**src/rtl/mat_frame_pkg.sv**
```systemverilog
// Shared constants, status codes and FSM state type for the matrix frame parser.
// Imported by mat_frame_parser and byte_timeout.
package mat_frame_pkg;
    localparam logic [7:0] SYNC_BYTE  = 8'hFF;
    localparam logic [7:0] SEL_A      = 8'h00;
    localparam logic [7:0] SEL_B      = 8'h01;
    localparam logic [7:0] ST_OK_A    = 8'hA0;
    localparam logic [7:0] ST_OK_B    = 8'hA1;
    localparam logic [7:0] ST_CSUM    = 8'hE0;
    localparam logic [7:0] ST_JOB     = 8'hE1;
    localparam logic [7:0] ST_TIMEOUT = 8'hE2;
    localparam logic [7:0] ST_SEL     = 8'hE3;

    typedef enum logic [2:0] {
        S_SYNC,
        S_SEL,
        S_JOB,
        S_ELEM,
        S_CSUM
    } state_e;

    // All rejection statuses share the 0xE_ high nibble.
    function automatic logic is_err(input logic [7:0] st);
        return st[7:4] == 4'hE;
    endfunction
endpackage

```
**src/rtl/byte_timeout.sv**
```systemverilog
// Inter-byte idle timer: counts idle cycles while enabled, cleared by a byte.
// Ports: clk, rst_n, clr (byte accepted), en (frame open), expired (abort pulse).
module byte_timeout
    import mat_frame_pkg::*;
#(
    parameter int unsigned TIMEOUT_CYC = 1_200_000
) (
    input  logic clk,
    input  logic rst_n,
    input  logic clr,
    input  logic en,
    output logic expired
);
    localparam int unsigned CW = $clog2(TIMEOUT_CYC);
    localparam logic [CW-1:0] LAST = CW'(TIMEOUT_CYC - 1);

    logic [CW-1:0] cnt_q, cnt_d;

    // cnt_q holds (idle cycles so far - 1); a byte in the same cycle wins.
    always_comb begin
        expired = en && !clr && (cnt_q == LAST);
        cnt_d   = cnt_q + 1'b1;
        if (clr || !en || expired) cnt_d = '0;
    end

    always_ff @(posedge clk or negedge rst_n) begin
        if (!rst_n) cnt_q <= '0;
        else        cnt_q <= cnt_d;
    end
endmodule

```
**src/rtl/mat_frame_parser.sv**
```systemverilog
// Checksummed A/B matrix frame parser with atomic pair commit and status replies.
// Ports: rx_* byte input, tx_* status output, mat_a/mat_b/job_id/mats_valid, err_count.
module mat_frame_parser
    import mat_frame_pkg::*;
#(
    parameter int unsigned DIM         = 2,
    parameter int unsigned TIMEOUT_CYC = 1_200_000
) (
    input  logic                    clk,
    input  logic                    rst_n,
    input  logic [7:0]              rx_data,
    input  logic                    rx_valid,
    output logic [7:0]              tx_data,
    output logic                    tx_valid,
    input  logic                    tx_ready,
    output logic [DIM*DIM*8-1:0]    mat_a,
    output logic [DIM*DIM*8-1:0]    mat_b,
    output logic [7:0]              job_id,
    output logic                    mats_valid,
    output logic [7:0]              err_count
);
    localparam int unsigned N  = DIM * DIM;
    localparam int unsigned IW = $clog2(N);
    localparam int unsigned W  = N * 8;

    state_e         state_q, state_d;
    logic           sel_b_q, sel_b_d;
    logic [7:0]     job_q, job_d;
    logic [7:0]     xor_q, xor_d;
    logic [IW-1:0]  idx_q, idx_d;
    logic [W-1:0]   shadow_q, shadow_d;
    logic [W-1:0]   hold_a_q, hold_a_d;
    logic [7:0]     pend_q, pend_d;
    logic           a_loaded_q, a_loaded_d;
    logic [W-1:0]   mat_a_q, mat_a_d;
    logic [W-1:0]   mat_b_q, mat_b_d;
    logic [7:0]     job_id_q, job_id_d;
    logic           mats_valid_q, mats_valid_d;
    logic [7:0]     tx_data_q, tx_data_d;
    logic           tx_valid_q, tx_valid_d;
    logic [7:0]     err_q, err_d;

    logic           expired;
    logic           st_vld;
    logic [7:0]     st_byte;
    logic           drop;
    logic [1:0]     err_inc;
    logic [8:0]     err_sum;

    byte_timeout #(.TIMEOUT_CYC(TIMEOUT_CYC)) u_timeout (
        .clk     (clk),
        .rst_n   (rst_n),
        .clr     (rx_valid),
        .en      (state_q != S_SYNC),
        .expired (expired)
    );

    always_comb begin
        state_d      = state_q;
        sel_b_d      = sel_b_q;
        job_d        = job_q;
        xor_d        = xor_q;
        idx_d        = idx_q;
        shadow_d     = shadow_q;
        hold_a_d     = hold_a_q;
        pend_d       = pend_q;
        a_loaded_d   = a_loaded_q;
        mat_a_d      = mat_a_q;
        mat_b_d      = mat_b_q;
        job_id_d     = job_id_q;
        mats_valid_d = 1'b0;
        st_vld       = 1'b0;
        st_byte      = 8'h00;

        if (expired) begin
            state_d = S_SYNC;
            st_vld  = 1'b1;
            st_byte = ST_TIMEOUT;
        end else if (rx_valid) begin
            unique case (state_q)
                S_SYNC: begin
                    if (rx_data == SYNC_BYTE) state_d = S_SEL;
                end
                S_SEL: begin
                    if (rx_data == SEL_A || rx_data == SEL_B) begin
                        sel_b_d = rx_data[0];
                        state_d = S_JOB;
                    end else begin
                        state_d = S_SYNC;
                        st_vld  = 1'b1;
                        st_byte = ST_SEL;
                    end
                end
                S_JOB: begin
                    job_d   = rx_data;
                    xor_d   = rx_data;
                    idx_d   = '0;
                    state_d = S_ELEM;
                end
                S_ELEM: begin
                    shadow_d[int'(idx_q)*8 +: 8] = rx_data;
                    xor_d = xor_q ^ rx_data;
                    idx_d = idx_q + 1'b1;
                    if (idx_q == IW'(N - 1)) state_d = S_CSUM;
                end
                S_CSUM: begin
                    state_d = S_SYNC;
                    st_vld  = 1'b1;
                    if (rx_data != xor_q) begin
                        st_byte = ST_CSUM;
                    end else if (!sel_b_q) begin
                        hold_a_d   = shadow_q;
                        pend_d     = job_q;
                        a_loaded_d = 1'b1;
                        st_byte    = ST_OK_A;
                    end else if (!a_loaded_q || job_q != pend_q) begin
                        st_byte = ST_JOB;
                    end else begin
                        mat_a_d      = hold_a_q;
                        mat_b_d      = shadow_q;
                        job_id_d     = job_q;
                        mats_valid_d = 1'b1;
                        a_loaded_d   = 1'b0;
                        st_byte      = ST_OK_B;
                    end
                end
                default: state_d = S_SYNC;
            endcase
        end

        // One-deep status buffer; a busy, non-draining buffer drops the new entry.
        drop       = st_vld && tx_valid_q && !tx_ready;
        tx_valid_d = tx_valid_q && !tx_ready;
        tx_data_d  = tx_data_q;
        if (st_vld && !drop) begin
            tx_valid_d = 1'b1;
            tx_data_d  = st_byte;
        end

        err_inc = {1'b0, st_vld && is_err(st_byte)} + {1'b0, drop};
        err_sum = {1'b0, err_q} + {7'd0, err_inc};
        err_d   = err_sum[8] ? 8'hFF : err_sum[7:0];
    end

    always_ff @(posedge clk or negedge rst_n) begin
        if (!rst_n) begin
            state_q      <= S_SYNC;
            sel_b_q      <= 1'b0;
            job_q        <= '0;
            xor_q        <= '0;
            idx_q        <= '0;
            shadow_q     <= '0;
            hold_a_q     <= '0;
            pend_q       <= '0;
            a_loaded_q   <= 1'b0;
            mat_a_q      <= '0;
            mat_b_q      <= '0;
            job_id_q     <= '0;
            mats_valid_q <= 1'b0;
            tx_data_q    <= '0;
            tx_valid_q   <= 1'b0;
            err_q        <= '0;
        end else begin
            state_q      <= state_d;
            sel_b_q      <= sel_b_d;
            job_q        <= job_d;
            xor_q        <= xor_d;
            idx_q        <= idx_d;
            shadow_q     <= shadow_d;
            hold_a_q     <= hold_a_d;
            pend_q       <= pend_d;
            a_loaded_q   <= a_loaded_d;
            mat_a_q      <= mat_a_d;
            mat_b_q      <= mat_b_d;
            job_id_q     <= job_id_d;
            mats_valid_q <= mats_valid_d;
            tx_data_q    <= tx_data_d;
            tx_valid_q   <= tx_valid_d;
            err_q        <= err_d;
        end
    end

    assign tx_data    = tx_data_q;
    assign tx_valid   = tx_valid_q;
    assign mat_a      = mat_a_q;
    assign mat_b      = mat_b_q;
    assign job_id     = job_id_q;
    assign mats_valid = mats_valid_q;
    assign err_count  = err_q;
endmodule
```
**config.mk**
```make
export PLATFORM = sky130hd
export DESIGN_NAME = mat_frame_parser
export DESIGN_NICKNAME = d
export VERILOG_FILES = /design/src/rtl/mat_frame_pkg.sv /design/src/rtl/byte_timeout.sv /design/src/rtl/mat_frame_parser.sv
export SDC_FILE = /design/constraint.sdc
export NUM_CORES = 1
export LEC_CHECK = 0
export ABC_AREA = 1
export CORE_MARGIN = 5
export CORE_UTILIZATION = 30
export CTS_BUF_LIST = sky130_fd_sc_hd__clkbuf_2 sky130_fd_sc_hd__clkbuf_4 sky130_fd_sc_hd__clkbuf_8
export DETAILED_ROUTE_END_ITERATION = 10
export GPL_TIMING_DRIVEN = 0
export PLACE_DENSITY = 0.57
export SLEW_MARGIN = 20
export SYNTH_ARGS = -nofsm -noshare
export SYNTH_HDL_FRONTEND = slang
export SYNTH_SLANG_ARGS = --single-unit
```
**constraint.sdc**
```tcl
create_clock -name clk -period 3.65 [get_ports clk]
set_input_delay 0.365 -clock clk [delete_from_list [all_inputs] [get_ports clk]]
set_output_delay 0.365 -clock clk [all_outputs]
set_load 0.02 [all_outputs]
```
==> results of run 1 <==
through the flow:
stage                     setup WS, ps  power, W
after CTS                          474   0.00596
after detailed placement           438   0.00372
final                              526   0.00587
after global placement           -6510   0.00370
after global routing               134   0.00622
after floorplan                   1080   0.00333
routing by layer:
layer	share of wire [%]	vias to the layer above	global-route usage, %
met2	46	176	23.0
li1	-	3828	-
met3	5.7	47	2.67
met1	45	3511	18.5
met4	2.4	2	4.17
met5	0.047	-	0
cell usage after synthesis (2+ instances only):
| cell | n | share of area, % |
|---|---|---|
| inv_2 | 2 | 0.081 |
| ha_1 | 8 | 1.1 |
| buf_1 | 6 | 0.24 |
| o41ai_1 | 4 | 0.38 |
| nor2_1 | 63 | 2.6 |
| nand3b_1 | 7 | 0.57 |
| xor2_1 | 10 | 0.95 |
| a21oi_1 | 7 | 0.38 |
| a31oi_1 | 2 | 0.14 |
| o211ai_1 | 2 | 0.16 |
| o21ai_0 | 85 | 4.6 |
| o21ai_1 | 12 | 0.65 |
| dfrtp_1 | 202 | 55 |
| xnor2_1 | 9 | 0.85 |
| or2_2 | 3 | 0.20 |
| buf_2 | 11 | 0.60 |
| nor3b_1 | 3 | 0.24 |
| nand3_1 | 119 | 6.5 |
| inv_1 | 150 | 6.1 |
| buf_4 | 4 | 0.33 |
| nand2_1 | 329 | 13 |
| nand4_1 | 16 | 1.1 |
| nor3_1 | 19 | 1.0 |
| o21a_1 | 3 | 0.24 |
| clkbuf_1 | 31 | 1.3 |
| o31ai_1 | 5 | 0.41 |
critical path, delay by kind of cell (launching register included):
| family | cells | cell delay (ps) |
|---|---|---|
| and+or+nand+nor | 9 | 1650 |
| adders and majority gates | 3 | 590 |
| DFF | 1 | 390 |
| AOI/OAI and AO/OA | 2 | 320 |
| buffers and inverters | 1 | 80 |
how the worst min path moves through the flow:
| stage | from | to | slack [ps] | depth (start not counted) |
|---|---|---|---|---|
| floorplan | rst_n | a_loaded_q$_DFFE_PN0P_ | 70 | 0 |
| global route | rst_n | mat_a[2]$_DFFE_PN0P_ | 310 | 2 |
| finish | rst_n | mat_a[2]$_DFFE_PN0P_ | 300 | 2 |
| CTS | rst_n | mat_a[2]$_DFFE_PN0P_ | 270 | 2 |
| detailed placement | rst_n | mat_a[2]$_DFFE_PN0P_ | 250 | 1 |
| global placement | mat_a[25]$_DFFE_PN0P_ | mat_a[25]$_DFFE_PN0P_ | 450 | 2 |
report_power, final:
part	total (W)	switching (W)	leakage, nW	internal, W
clock network	0.00218	0.000928	0.400	0.00125
logic	0.00102	0.000680	2.64	0.000342
registers	0.00267	0.000216	2.56	0.00245
total	0.00587	0.00182	5.60	0.00405
layout make-up:
class / count / area [um2]
fillers: 3180 / 19000
flip-flops and latches: 202 / 5050
multi-input cells: 719 / 3380
repair buffers: 93 / 971
clock buffers: 58 / 723
inverters: 152 / 571
well taps: 396 / 495
plain buffers: 52 / 224
clock inverters: 3 / 25.0
flip-flops by register name (all words and copies together), names as in the netlist, 3 cells and up:
name / cells
shadow_q: 32
state_q: 3
u_timeout.cnt_q: 21
mat_a: 32
hold_a_q: 32
job_id: 8
err_count: 8
mat_b: 32
xor_q: 8
job_q: 8
tx_data: 4
pend_q: 8
cells by family (layout without fill, tap and decap cells):
kind of cell,count (synthesis),in the layout,synth area share [%]
and+or+nand+nor,564,564,26.0
adders and majority gates,9,9,1.30
DFF,202,202,54.8
muxes,1,1,0.109
xor gates and xnor gates,19,19,1.80
AOI/OAI and AO/OA,123,123,7.26
buffers and inverters,204,358,8.62
other,1,3,0.0407
repair_timing:
action / CTS / global route
endpoints found under the hold margin: 33 / 0
hold buffers: 1 / 0
setup endpoints to repair: 0 / 0
==> results.toml, run 1 <==
[grt]
grt_use_total_pct = 13.9
grt_pass1_wl_um = 39100
grt_max_degree = 95
antenna_found_initial = 1
grt_pass1_vias = 7539
gr-total-overflow = 0

[worst_setup_path]
cp_slowest_cell = "dfrtp_1"
path_class = "register to register"
crit_path_start = "u_timeout.cnt_q[0]$_DFF_PN0_"
cp-endpoint = "err_count[6]$_DFF_PN0_"
path_max_fanout = 9
r2r_slack_ps = 530
cp.required_ps = 4080
worstPathCellList = "ha_1 -> nand2_1 -> nor2_2 -> nand3_1 -> nor2_1 -> nand3_1 -> nand2_1 -> inv_1 -> a31oi_1 -> fa_1 -> ha_1 -> nand2_1 -> nor3_1 -> nand2_1 -> o21ai_0"
endpoint_kind = "register"
crit_path_frequent_cell = "nand2_1"
critPathMaxStageDelay_ps = 390
crit_path_start_kind = "register"
r2r_cells = 15
r2r_end = "err_count[6]$_DFF_PN0_"
rr_startpoint = "u_timeout.cnt_q[0]$_DFF_PN0_"
crit_arrival_ps = 3560

[cells_and_area]
instances_no_fill = 1675
drive_above_1_share_pct = 6.96
nets = 1278
antenna_cells = 0
layout_common_cells = "nand2_1, dfrtp_1, inv_1"
fin_util_pct = 37.6
final_area_um2 = 11400
layout_commonest_cell = "nand2_1"
area_delta_synth_final_pct = 24.1

[clock_network]
htreeDepth = 2
cts_setup_buffers = 0
cts_tree = "done"
cts_resized = 0
numCtsBuffers = 37
cts_num_sinks = 202
clk_latency_ps = 530
path_clk_slew_ps = 50
clock_path_buffers = 3
cts-root-buf = "clkbuf_8"

[hold_path]
worstHoldPathType = "primary input to async pin"

[floorplan]
die_w_um = 185
core_um2 = 30400
io_pins = 102
rows = 64
die_y_um = 185
die_area_um2 = 34300
initial_core_util_pct = 30.3

[synthesis]
ys_ff_latch = 202
yosys_warnings = 0
synth_edf_count = 0
synthFlopType = "dfrtp_1"
synth_seq_area_share_pct = 54.8
ys_types = 37
syn_avg_cell_area_um2 = 8.21
async_flop_share_pct = 100
synth_area_um2 = 9220
synthCells = 1123

[job]
cap_viol_max_count = 0

[timing]
finalClockSkew_ps = 24.7
rsz0062_at_grt = "false"
slew_violations = 0
slew_headroom_pct = 53.0
final-hold-violation-count = 0
fin_crit_ps = 3120
totalNegativeSetupSlack_ps = 0
period_share_pct = 85.6
worst_pin_slew_ps = 700
max_clock_freq_mhz = 320
hold_ws_ps = 300
setup_violations = 0

[route]
vias_per_cell = 4.52
first_iter_violations = 378
dr.pass1.iters = 5
drt.antenna.violating_nets = 0
drc_errors = 0
wl_per_cell_um = 14.0
vias = 7564
drt-total-wl_um = 23500

[place]
port_buffers = 90
place_inst = 1613
dpl_cell_area_um2 = 10700
hpwl_um = 16800
gp_congestion = 0.810

[power]
powerDensity_nw_per_um2 = 513
power_leakage_nw = 5.60
peakVddDrop_v = 0.000411

[status]
status = "finished clean"
Power figures use the tool's default switching activity.
==> inputs of run 2 (changes only) <==
--- a/config.mk
+++ b/config.mk
@@ -6,6 +6,7 @@
 export NUM_CORES = 1
 export LEC_CHECK = 0
 export ABC_AREA = 1
+export ABC_CLOCK_PERIOD_IN_PS = 3650
 export CORE_MARGIN = 5
 export CORE_UTILIZATION = 30
 export CTS_BUF_LIST = sky130_fd_sc_hd__clkbuf_2 sky130_fd_sc_hd__clkbuf_4 sky130_fd_sc_hd__clkbuf_8
==> results of run 2 <==
Same layout as run 1: the final DEF is identical, and so are final timing and power.
==> inputs of run 3 (changes only) <==
--- a/config.mk
+++ b/config.mk
@@ -7,6 +7,7 @@
 export LEC_CHECK = 0
 export ABC_AREA = 1
 export ABC_CLOCK_PERIOD_IN_PS = 3650
+export CAP_MARGIN = 30
 export CORE_MARGIN = 5
 export CORE_UTILIZATION = 30
 export CTS_BUF_LIST = sky130_fd_sc_hd__clkbuf_2 sky130_fd_sc_hd__clkbuf_4 sky130_fd_sc_hd__clkbuf_8
==> results of run 3 <==
Same layout as run 1: the final DEF is identical, and so are final timing and power.
==> variant 1, RTL diff (flow settings as in run 3) <==
Register the output `err_count` once more, with the module's reset; this adds one clock of latency there. The other outputs are not delayed to match.
--- a/src/rtl/mat_frame_parser.sv
+++ b/src/rtl/mat_frame_parser.sv
@@ -187,4 +187,10 @@
     assign job_id     = job_id_q;
     assign mats_valid = mats_valid_q;
-    assign err_count  = err_q;
+    always_ff @(posedge clk or negedge rst_n) begin
+        if (!rst_n) begin
+            err_count <= '0;
+        end else begin
+            err_count <= err_q;
+        end
+    end
 endmodule
Check against the original RTL: not equivalent (a bounded check fails within 4 cycles, from zero or initial values and one cycle with rst_n low).
==> variant 1 against run 3 <==
Setup slack better by 0.074 ns. Sequential cell count is 8 higher. Non-clock buffer count unchanged. Fmax increased by 2.4%. Cell area down 0.74%. Power up 6.3%. Wire length fell by 1.8%. Die area is 0.86% lower. Synthesized area down 0.91%.
==> variant 1: results <==
group,metric,value,unit
place,placed_area,10600,sq um
cells_and_area,seq_share,46.3,%
run_status,status,"completed",
place,dpl.cell_count,1543,
critical_path,r2r-end,"err_q[6]$_DFF_PN0_",
place,pre_cts_ws,0.435,ns
worst_hold_path,hold_class,"input port to flip-flop",
clocking,clock_latency,0.55,ns
logic_synthesis,yosys-top-cells-area,"dfrtp_1 58%, nand2_1 12%, nand3_1 6.4%",
power,power_frac_seq,46.3,%
global_route,grt_pass1_wl,38.4,mm
cells_and_area,multi_input_area_share,28.5,%
critical_path,cp_max_fo,7,
cells_and_area,final-clk-cell-share,6.64,%
clocking,cts_made_buffers,39,
cells_and_area,clock_buffers,56,
global_route,grt_pass1_vias,7466,
power,peakVddDrop,0.000325,V
cells_and_area,final_nets,1216,
place,dp_hpwl,16.5,mm
cells_and_area,seq_area,5260,sq um
route,routed-via-count,7337,
global_route,antenna_found_initial,2,
logic_synthesis,ys_types,36,
logic_synthesis,synth_cells,1059,
logic_synthesis,synth_seq_area_share,57.5,%
cells_and_area,fill_cells,3110,
route,wl,23.0,mm
route,first_iter_violations,537,
cells_and_area,inverters_excl_clock,111,
critical_path,rrSetupSlack,0.60,ns
power,comb-power,1130,uW
global_route,grt_usage,13.8,%
[variant 1: changes by cell type in the layout (fill, tap and decap cells not counted), sizes merged, moves of 6 or more]
cell    delta
inv       -41
nand2     -27
dfrtp      +8
nand3b     -6
[variant 1: kinds of logic (layout without fill, tap and decap cells)]
logic type / after synthesis / after routing / share of synthesized area, %
and+or+nand+nor: 531 / 531 / 24.7
DFF: 210 / 210 / 57.5
buffers and inverters: 163 / 320 / 7.15
AOI/OAI and AO/OA: 124 / 124 / 7.22
xor gates and xnor gates: 20 / 20 / 1.92
adders and majority gates: 9 / 9 / 1.31
other: 1 / 3 / 0.0410
muxes: 1 / 1 / 0.110
[variant 1: worst reg2reg max path, cell delays in order, from the launching register on]
cell,delay (ns)
dfrtp_1,0.40
ha_1,0.18
nand2_1,0.07
nor2_1,0.22
nand2_1,0.08
nor2_1,0.15
nand3_1,0.22
nand2_1,0.19
inv_1,0.09
a31oi_1,0.21
fa_1,0.23
ha_1,0.17
nand2_1,0.09
nor3_1,0.29
nand2_1,0.23
o21ai_0,0.14
[variant 1: routing by layer]
layer	global-route usage [%]	wire [um]
met5	0	27
met1	19.0	10900
met4	3.61	376
met3	3.43	1330
met2	21.7	10400
[variant 1: how the worst min path moves through the flow]
stage | start | end | slack, ns | cells after the start
after floorplan | rst_n | a_loaded_q$_DFFE_PN0P_ | 0.07 | 0
after global placement | err_q[1]$_DFF_PN0_ | err_count[1]$_DFF_PN0_ | 0.39 | 0
after detailed placement | rst_n | mat_a[4]$_DFFE_PN0P_ | 0.24 | 1
after CTS | rx_data[0] | job_q[0]$_DFFE_PN0P_ | 0.19 | 3
after global routing | rx_data[5] | job_q[5]$_DFFE_PN0P_ | 0.21 | 3
final | rx_data[5] | job_q[5]$_DFFE_PN0P_ | 0.22 | 3
==> variant 2, RTL diff (flow settings as in run 3) <==
Without the edit above. `TIMEOUT_CYC` is set to 1_200_000 in 2 places; all go to 2_400_000.
--- a/src/rtl/byte_timeout.sv
+++ b/src/rtl/byte_timeout.sv
@@ -4,5 +4,5 @@
     import mat_frame_pkg::*;
 #(
-    parameter int unsigned TIMEOUT_CYC = 1_200_000
+    parameter int unsigned TIMEOUT_CYC = 2_400_000
 ) (
     input  logic clk,
--- a/src/rtl/mat_frame_parser.sv
+++ b/src/rtl/mat_frame_parser.sv
@@ -5,5 +5,5 @@
 #(
     parameter int unsigned DIM         = 2,
-    parameter int unsigned TIMEOUT_CYC = 1_200_000
+    parameter int unsigned TIMEOUT_CYC = 2_400_000
 ) (
     input  logic                    clk,
Check against the original RTL: no difference found for any inputs over 4 cycles, from zero or initial values and one cycle with rst_n low; that may be too few to reach the edited logic, so the function may still have changed.
==> variant 2 against run 3 <==
Setup slack worse by 0.15 ns. Non-clock buffer count down 3. Power down 2.1%. Sequential cell count up 1. Critical path depth unchanged. Sequential share of layout area up 0.62 points. Synthesized area down 1.5%. Cell area down 0.89%. Wire length down 1.4%.
==> variant 2: results <==
group,metric,value,unit
run_status,status,"completed",
place,placed_area,10500,sq um
global_route,grt_pass1_wl,38.5,mm
critical_path,cp_top_family,"simple AND/OR/NAND/NOR gates",
critical_path,slowest_delay,0.44,ns
cells_and_area,final_nets,1231,
critical_path,critPathRequiredTime,4.03,ns
place,gp_congestion,0.874,
global_route,grt_start_max_net_pins,95,
logic_synthesis,synthMuxAreaShare,0,%
power,peakVddDrop,0.000359,V
route,routed_via_density,4.57,
timing,tightest_slew,0.795,ns
logic_synthesis,yosys-top-cells-area,"dfrtp_1 56%, nand2_1 13%, nand3_1 7.6%",
power,p_per_area,507,nW/um^2
clocking,cts_made_buffers,36,
critical_path,crit_path_top_delay_cell,"dfrtp_1",
logic_synthesis,ys_types,27,
cells_and_area,drive_gt1_share,9.89,%
global_route,met3_usage,2.75,%
clocking,clock_latency,0.52,ns
power,leakagePower,0.00548,uW
logic_synthesis,yosys-top-cells-count,"305 x nand2_1, 203 x dfrtp_1, 138 x nand3_1, 111 x inv_1, 80 x nor2_1",
critical_path,cp_max_fo,6,
route,wl_per_cell,14.2,um
global_route,gr-usage-met2,21.7,%
global_route,grt_pass1_vias,7494,
logic_synthesis,synth_seq_area_share,55.9,%
route,drtPass1Iterations,5,
global_route,use_met1,19.2,%
route,first_iter_violations,447,
global_route,antenna_found_initial,0,
logic_synthesis,synth_compound_area_share,5.80,%
logic_synthesis,synthArstFlopShare,100,%
clocking,clk_pin_slew,0.06,ns
place,port_buffers,90,
global_route,grt_usage,13.8,%
logic_synthesis,synth_xor_area_share,2.70,%
clocking,cts_max_level,2,
logic_synthesis,yosys.area_share.adder,1.32,%
clocking,cts_root_buf,"clkbuf_8",
logic_synthesis,ys.flop_type,"dfrtp_1",
worst_hold_path,hold_class,"input port to flip-flop",
place,dp_hpwl,16.8,mm
cells_and_area,fill_cells,3054,
clocking,clockBufferDepth,3,
timing,skew,0.0270,ns
-- variant 2: cell types whose count changed after synthesis, moves of 5 or more --
| cell | before | now |
|---|---|---|
| nor2_4 | 0 | 6 |
| nand4_1 | 16 | 11 |
| nand2_1 | 329 | 305 |
| buf_1 | 6 | 0 |
| o21ai_1 | 12 | 19 |
| buf_2 | 11 | 34 |
| nand3_1 | 119 | 138 |
| clkbuf_1 | 31 | 11 |
| o21ai_0 | 85 | 74 |
| inv_1 | 150 | 111 |
| o31ai_1 | 5 | 0 |
| xnor2_1 | 9 | 14 |
| nor2_1 | 63 | 80 |
-- variant 2: layout make-up --
cell class                 instances  area share, %
clock buffer                      54           6.00
antenna                            2         0.0441
inverter                         116           3.84
sequential                       203           44.8
timing repair buffer              93           8.56
clock inverter                     8          0.883
buffer                            49           2.13
tap                              390           4.30
multi-input combinational        711           29.4
-- variant 2: layer usage --
layer,wire [um],vias up
met5,0,-
met4,659,0
met3,1400,51
met2,10400,195
met1,10700,3502
li1,-,3681
-- variant 2: path summary, 6_finish.rpt --
| path | start | to | slack [ns] | cells after the start |
|---|---|---|---|---|
| setup / recovery | u_timeout.cnt_q[0]$_DFF_PN0_ | err_count[1]$_DFF_PN0_ | 0.37 | 15 |
| min in group asynchronous | rst_n | mat_a[5]$_DFFE_PN0P_ | 0.32 | 2 |
| hold reg to reg | mat_a[17]$_DFFE_PN0P_ | mat_a[17]$_DFFE_PN0P_ | 0.47 | 2 |
| hold / removal | rx_data[7] | shadow_q[23]$_DFFE_PN0P_ | 0.23 | 3 |
| max in group asynchronous | rst_n | err_count[1]$_DFF_PN0_ | 2.17 | 4 |
| setup reg to reg | u_timeout.cnt_q[0]$_DFF_PN0_ | err_count[1]$_DFF_PN0_ | 0.37 | 15 |
-- variant 2: tightest hold or removal path, stage by stage --
cell and delay, ns:
buf_2 0.17, nand3_1 0.11, o21ai_1 0.06
-- variant 2: cell families after synthesis --
group           Yosys count
other cells               1
simple gates            566
fa+ha+maj                 9
flops                   203
xor+xnor                 28
compound gates          105
buf+inv                 165
-- variant 2: metrics by stage --
step / worst slack [ns] / cells
after floorplan: 0.942 / 1079
after global placement: -6.49 / 1559
after detailed placement: 0.374 / 1561
after CTS: 0.321 / 1624
after global routing: 0.0132 / 1624
final: 0.372 / 1626
-- variant 2: power by group --
| part | switching, uW | total (uW) | internal, uW |
|---|---|---|---|
| clock | 933 | 2270 | 1340 |
| combinational | 601 | 927 | 327 |
| sequential | 137 | 2550 | 2410 |
-- variant 2: repair_timing --
item | 4_1_cts | 5_1_grt
endpoints found under the hold margin | 39 | 0
hold buffers | 1 | 0
endpoints found under the setup margin | 0 | 4
resized for setup | 0 | 1
